==> src/rtl/fft_stage_sequencer.sv <==
// Purpose: sequences an in-place radix-2 DIT FFT through one external butterfly unit.
// Latency: READ, LATCH, ISSUE(>=1), WAIT(>=1), WRITE per butterfly; one butterfly in flight.
// Backpressure: bf_valid and operands hold in ISSUE until bf_ready; WAIT holds until bf_res_valid.
module fft_stage_sequencer #(
    parameter int SIZE  = 64,
    parameter int LOG2N = 6,
    parameter int DW    = 32
) (
    input  logic             clk,
    input  logic             rst,
    input  logic             start,
    output logic             busy,
    output logic             done,
    output logic [LOG2N-1:0] rd_addr_a,
    output logic [LOG2N-1:0] rd_addr_b,
    input  logic [DW-1:0]    rd_ra,
    input  logic [DW-1:0]    rd_ia,
    input  logic [DW-1:0]    rd_rb,
    input  logic [DW-1:0]    rd_ib,
    output logic [LOG2N-2:0] tw_addr,
    input  logic [DW-1:0]    tw_cos,
    input  logic [DW-1:0]    tw_sin,
    output logic             bf_valid,
    input  logic             bf_ready,
    output logic [DW-1:0]    bf_r1,
    output logic [DW-1:0]    bf_i1,
    output logic [DW-1:0]    bf_r2,
    output logic [DW-1:0]    bf_i2,
    output logic [DW-1:0]    bf_cos,
    output logic [DW-1:0]    bf_sin,
    input  logic             bf_res_valid,
    input  logic [DW-1:0]    bf_f0r,
    input  logic [DW-1:0]    bf_f0i,
    input  logic [DW-1:0]    bf_f1r,
    input  logic [DW-1:0]    bf_f1i,
    output logic             wr_en,
    output logic [LOG2N-1:0] wr_addr_a,
    output logic [LOG2N-1:0] wr_addr_b,
    output logic [DW-1:0]    wr_ra,
    output logic [DW-1:0]    wr_ia,
    output logic [DW-1:0]    wr_rb,
    output logic [DW-1:0]    wr_ib
);

    localparam int KW = LOG2N - 1;
    localparam int SW = $clog2(LOG2N);

    typedef enum logic [2:0] {
        S_IDLE, S_READ, S_LATCH, S_ISSUE, S_WAIT, S_WRITE, S_DONE
    } state_t;

    state_t          state, state_nx;
    logic [KW-1:0]   k;
    logic [SW-1:0]   s;
    logic [KW-1:0]   mask_k;
    logic [KW-1:0]   j_k;
    logic [KW-1:0]   tw_idx;
    logic [LOG2N-1:0] addr_a;
    logic [LOG2N-1:0] addr_b;
    logic            last_k;
    logic            last_s;

    // Pair addresses and twiddle index: the low s bits of k select j, the rest
    // select the group, which is spread to a stride of 2*half by one left shift.
    always_comb begin
        mask_k = ~({KW{1'b1}} << s);
        j_k    = k & mask_k;
        addr_a = {k & ~mask_k, 1'b0} | {1'b0, j_k};
        addr_b = addr_a | (LOG2N'(1) << s);
        tw_idx = j_k << (KW - int'(s));
        last_k = (k == KW'(SIZE / 2 - 1));
        last_s = (s == SW'(LOG2N - 1));
    end

    // State register.
    always_ff @(posedge clk) begin
        if (rst) state <= S_IDLE;
        else     state <= state_nx;
    end

    // Next-state logic: one butterfly at a time, handshakes only honoured in their own state.
    always_comb begin
        state_nx = state;
        case (state)
            S_IDLE:  if (start) state_nx = S_READ;
            S_READ:  state_nx = S_LATCH;
            S_LATCH: state_nx = S_ISSUE;
            S_ISSUE: if (bf_ready) state_nx = S_WAIT;
            S_WAIT:  if (bf_res_valid) state_nx = S_WRITE;
            S_WRITE: state_nx = (last_k && last_s) ? S_DONE : S_READ;
            S_DONE:  state_nx = S_IDLE;
            default: state_nx = S_IDLE;
        endcase
    end

    // Outputs decoded from state; addresses are forced to zero outside their strobe state.
    always_comb begin
        busy      = (state == S_READ) || (state == S_LATCH) || (state == S_ISSUE) ||
                    (state == S_WAIT) || (state == S_WRITE);
        done      = (state == S_DONE);
        bf_valid  = (state == S_ISSUE);
        wr_en     = (state == S_WRITE);
        rd_addr_a = '0;
        rd_addr_b = '0;
        tw_addr   = '0;
        wr_addr_a = '0;
        wr_addr_b = '0;
        if (state == S_READ) begin
            rd_addr_a = addr_a;
            rd_addr_b = addr_b;
            tw_addr   = tw_idx;
        end
        if (state == S_WRITE) begin
            wr_addr_a = addr_a;
            wr_addr_b = addr_b;
        end
    end

    // Counters, operand capture after the synchronous reads, result capture in WAIT.
    always_ff @(posedge clk) begin
        if (rst) begin
            k      <= '0;
            s      <= '0;
            bf_r1  <= '0;
            bf_i1  <= '0;
            bf_r2  <= '0;
            bf_i2  <= '0;
            bf_cos <= '0;
            bf_sin <= '0;
            wr_ra  <= '0;
            wr_ia  <= '0;
            wr_rb  <= '0;
            wr_ib  <= '0;
        end else begin
            case (state)
                S_IDLE: begin
                    if (start) begin
                        k <= '0;
                        s <= '0;
                    end
                end
                S_LATCH: begin
                    bf_r1  <= rd_ra;
                    bf_i1  <= rd_ia;
                    bf_r2  <= rd_rb;
                    bf_i2  <= rd_ib;
                    bf_cos <= tw_cos;
                    bf_sin <= tw_sin;
                end
                S_WAIT: begin
                    if (bf_res_valid) begin
                        wr_ra <= bf_f0r;
                        wr_ia <= bf_f0i;
                        wr_rb <= bf_f1r;
                        wr_ib <= bf_f1i;
                    end
                end
                S_WRITE: begin
                    if (last_k) begin
                        k <= '0;
                        s <= last_s ? '0 : s + 1'b1;
                    end else begin
                        k <= k + 1'b1;
                    end
                end
                default: ;
            endcase
        end
    end

endmodule

==> config.mk <==
export PLATFORM = sky130hd
export DESIGN_NAME = fft_stage_sequencer
export DESIGN_NICKNAME = d
export VERILOG_FILES = /design/src/rtl/fft_stage_sequencer.sv
export SDC_FILE = /design/constraint.sdc
export NUM_CORES = 1
export LEC_CHECK = 0
export BUFFER_PORTS_ARGS = -buffer_cell sky130_fd_sc_hd__buf_2
export CORE_AREA = 2 2 267 269
export DETAILED_ROUTE_END_ITERATION = 8
export DIE_AREA = 0 0 269 271
export GPL_ROUTABILITY_DRIVEN = 0
export HOLD_SLACK_MARGIN = 0.03
export SLEW_MARGIN = 25
export SYNTH_ARGS = -nofsm -noshare
export SYNTH_HDL_FRONTEND = slang
export SYNTH_SLANG_ARGS = --single-unit
==> constraint.sdc <==
create_clock -name clk -period 1.87 [get_ports clk]
set_input_delay 0.0935 -clock clk [delete_from_list [all_inputs] [get_ports clk]]
set_output_delay 0.0935 -clock clk [all_outputs]
set_load 0.03 [all_outputs]
==> flow_metrics.py <==
metrics = {
    "drt": {
        "postRouteWirelength_um": 52200,
        "wl_per_cell_um": 14.7,
        "number_of_vias_per_cell_after_detailed_routing": 4.13,
        "dr.pass1.iters": 5,
        "vias": 14700,
        "iteration_0_drc_markers": 677,
        "ant_nets": 0,
        "post-route-drc-count": 0,
    },
    "timing": {
        "maximum_frequency_from_static_timing_analysis_ghz": 0.443,
        "hold_viol": 0,
        "hold_slack_ns": 0.320,
        "timing.final.crit_share_pct": 121,
        "grt_setup_unrepaired": "yes",
        "fin_worst_skew_ns": 0.0200,
        "total_count_of_max_transition_violations_in_the_final_report": 0,
        "worst-slew-pin-transition_ns": 0.569,
        "slew_headroom_pct": 62.0,
        "timing.final.ws_setup_ns": -0.388,
        "count_of_final_setup_violators": 29,
        "setup_tns_ns": -6.08,
        "min_period_ns": 2.26,
    },
    "run_status": {
        "outcome": "complete, but fails checks",
        "violations": "setup timing",
    },
    "clock_network": {
        "clk_path_buf_depth": 3,
        "clk_pin_slew_ns": 0.06,
        "htree_num_levels": 2,
        "cts_tree": "done",
        "clk_latency_ns": 0.55,
        "sinks_on_clock_net": 331,
        "cts-buffers-inserted": 40,
        "cts-root-buf": "sky130_fd_sc_hd__clkbuf_16",
    },
    "power": {
        "power.ir.vdd_worst_uv": 611,
        "combPwrFrac_pct": 21.8,
        "power_switching_mw": 6.03,
        "power.share.sequential_pct": 39.1,
        "pwr_density_cell_nw_per_um2": 883,
        "power.static_leakage_nw": 9.65,
        "power.share.switching_pct": 30.4,
        "clock_power_share_pct": 39.1,
        "total_power_mw": 19.8,
        "intPower_mw": 13.8,
    },
    "logic_synthesis": {
        "post_synth_instance_area_um2": 12200,
        "synth.area.top_cells": "sky130_fd_sc_hd__dfxtp_1 (54%), sky130_fd_sc_hd__nand2_1 (20%), sky130_fd_sc_hd__a21oi_1 (14%)",
        "average_instance_area_after_synthesis_um2": 7.79,
        "seq_area_frac_synth_pct": 54.4,
        "synth-edff-count": 0,
        "dominant_cell_type_by_area_after_synthesis": "sky130_fd_sc_hd__dfxtp_1",
        "synth-warning-count": 0,
        "synth-seq-cells": 331,
        "syn-num-nets": 1899,
        "synthFlopType": "sky130_fd_sc_hd__dfxtp_1",
        "synth_top_area_share_pct": 54.4,
        "synthesized_netlist_cell_count": 1563,
        "yosys.cell_types.count": 48,
        "asyncSetResetFlopFracSynth_pct": 0,
    },
    "global_route": {
        "grt.overflow.total": 0,
        "grt_util_all_layers_pct": 13.0,
        "number_of_antenna_violations_at_the_first_check_in_global_routing": 2,
        "first_pass_grt_wire_length_um": 76300,
        "grt_pass1_vias": 14400,
        "largest_net_degree_at_the_start_of_global_routing": 68,
    },
    "placement": {
        "placement.setup.worst_slack_ns": -0.0382,
        "port-buffer-count": 677,
        "placed_area_um2": 17100,
        "dp_hpwl_um": 33400,
    },
    "worst_setup_path": {
        "timing.setup.critical_path_class": "register to output port",
        "cp-start-kind": "register",
        "timing.critical_path.to_type": "output port",
        "arrival_ns": 2.16,
        "crit_fanout": 6,
        "cp_data_required_time_ns": 1.78,
    },
    "layout": {
        "finish.instance_area_um2": 22500,
        "final-seq-area_um2": 6640,
        "layout_commonest_cell": "sky130_fd_sc_hd__nand2_1",
        "commonest_cells_after_routing_fill_and_taps_aside": "sky130_fd_sc_hd__nand2_1 (648), sky130_fd_sc_hd__buf_2 (646), sky130_fd_sc_hd__a21oi_1 (331)",
        "nNetsFinal": 2923,
        "fillCellCount": 7076,
        "area_growth_pct": 84.3,
        "drive_above_1_share_pct": 35.2,
        "multi_input_comb_area_um2": 5460,
    },
    "floorplan": {
        "std_cell_rows": 97,
        "fp.coreArea_um2": 69800,
        "top_level_ports": 678,
        "horizontal_extent_of_the_die_um": 269,
        "start_util_pct": 17.5,
        "die_area_um2": 72900,
        "die_height_um": 271,
    },
    "flow_run": {
        "total_of_max_cap_violations": 0,
    },
    "min_path": {
        "hp-class": "input port to register",
    },
}
[kinds of logic after synthesis]
group	synth area share, %
buffers and inverters	4.72
xor gates and xnor gates	0.0719
and+or+nand+nor	24.2
DFF	54.4
adders and majority gates	1.13
AOI/OAI and AO/OA	15.2
muxes	0.247
[per-stage QoR]
| step | util [%] | std cells |
|---|---|---|
| final | 32.2 | 3556 |
| after global routing | 32.2 | 3556 |
| after CTS | 31.8 | 3551 |
| after detailed placement | 24.5 | 3148 |
| after global placement | 24.5 | 3148 |
| after floorplan | - | 1563 |
[metal layers]
| metal | part of all wire, % | up-vias | global-route usage (%) |
|---|---|---|---|
| li1 | - | 7120 | - |
| met1 | 38 | 6767 | 13.8 |
| met2 | 49 | 636 | 23.1 |
| met3 | 7.8 | 164 | 3.62 |
| met4 | 5.1 | 0 | 7.09 |
| met5 | 0 | - | 0 |
[critical path: stages (launching register included)]
cell                      delay (ns)
sky130_fd_sc_hd__dfxtp_4        0.36
sky130_fd_sc_hd__buf_4          0.15
sky130_fd_sc_hd__ha_4           0.19
sky130_fd_sc_hd__or3b_4         0.48
sky130_fd_sc_hd__a21oi_2        0.26
sky130_fd_sc_hd__buf_6          0.18
[cell usage after synthesis (2+ instances only)]
| cell type | n |
|---|---|
| sky130_fd_sc_hd__nand2_1 | 651 |
| sky130_fd_sc_hd__a21oi_1 | 335 |
| sky130_fd_sc_hd__dfxtp_1 | 331 |
| sky130_fd_sc_hd__clkbuf_1 | 78 |
| sky130_fd_sc_hd__nor2_1 | 28 |
| sky130_fd_sc_hd__buf_2 | 22 |
| sky130_fd_sc_hd__buf_4 | 18 |
| sky130_fd_sc_hd__ha_1 | 11 |
| sky130_fd_sc_hd__nand2b_1 | 9 |
| sky130_fd_sc_hd__nand3_1 | 7 |
| sky130_fd_sc_hd__nor2b_1 | 7 |
| sky130_fd_sc_hd__inv_1 | 6 |
| sky130_fd_sc_hd__a31oi_1 | 4 |
| sky130_fd_sc_hd__a311oi_1 | 3 |
| sky130_fd_sc_hd__mux2i_1 | 3 |
| sky130_fd_sc_hd__nor4b_1 | 3 |
| sky130_fd_sc_hd__o21ai_0 | 3 |
| sky130_fd_sc_hd__a21boi_0 | 2 |
| sky130_fd_sc_hd__a22oi_1 | 2 |
| sky130_fd_sc_hd__a41oi_1 | 2 |
| sky130_fd_sc_hd__and2_1 | 2 |
| sky130_fd_sc_hd__and3_1 | 2 |
| sky130_fd_sc_hd__and4bb_2 | 2 |
| sky130_fd_sc_hd__nand4_1 | 2 |
| sky130_fd_sc_hd__nand4b_1 | 2 |
| sky130_fd_sc_hd__nor3_1 | 2 |
| sky130_fd_sc_hd__nor3b_1 | 2 |
| sky130_fd_sc_hd__nor4bb_1 | 2 |
| sky130_fd_sc_hd__o21a_1 | 2 |
| sky130_fd_sc_hd__or3b_4 | 2 |
[power by group through the flow]
stage | Combinational (mW) | Clock, mW | Sequential (mW)
after floorplan | 1.33 | 0 | 8.80
after global placement | 3.63 | 0 | 7.88
after detailed placement | 3.63 | 0 | 7.89
after CTS | 4.21 | 8.02 | 7.74
after global routing | 4.63 | 8.34 | 7.80
final | 4.32 | 7.76 | 7.75
[worst paths after layout]
kind | startpoint | endpoint | slack (ns) | cells after the start
max | s[1] | tw_addr[2] | -0.39 | 5
min | bf_f1i[6] | wr_ib[6] | 0.32 | 4
min reg2reg | bf_i1[23] | bf_i1[23] | 0.45 | 2
max reg2reg | state[1] | wr_rb[9] | 0.08 | 7
[final cells by class]
type,instances,area share (%)
timing repair buffer,1102,34.9
clock inverter,15,0.641
tap,940,5.24
antenna,2,0.0223
multi-input combinational,1106,24.3
sequential,331,29.6
clock buffer,54,5.14
inverter,6,0.134
[what timing repair did]
item	4_1_cts	5_1_grt
pin swaps	21	19
gates resized for setup	121	68
hold buffers	326	0
endpoints found under the hold margin	327	0
setup endpoints to repair	30	33
setup buffers	10	5
No activity file was read; power rests on OpenSTA's default activity.
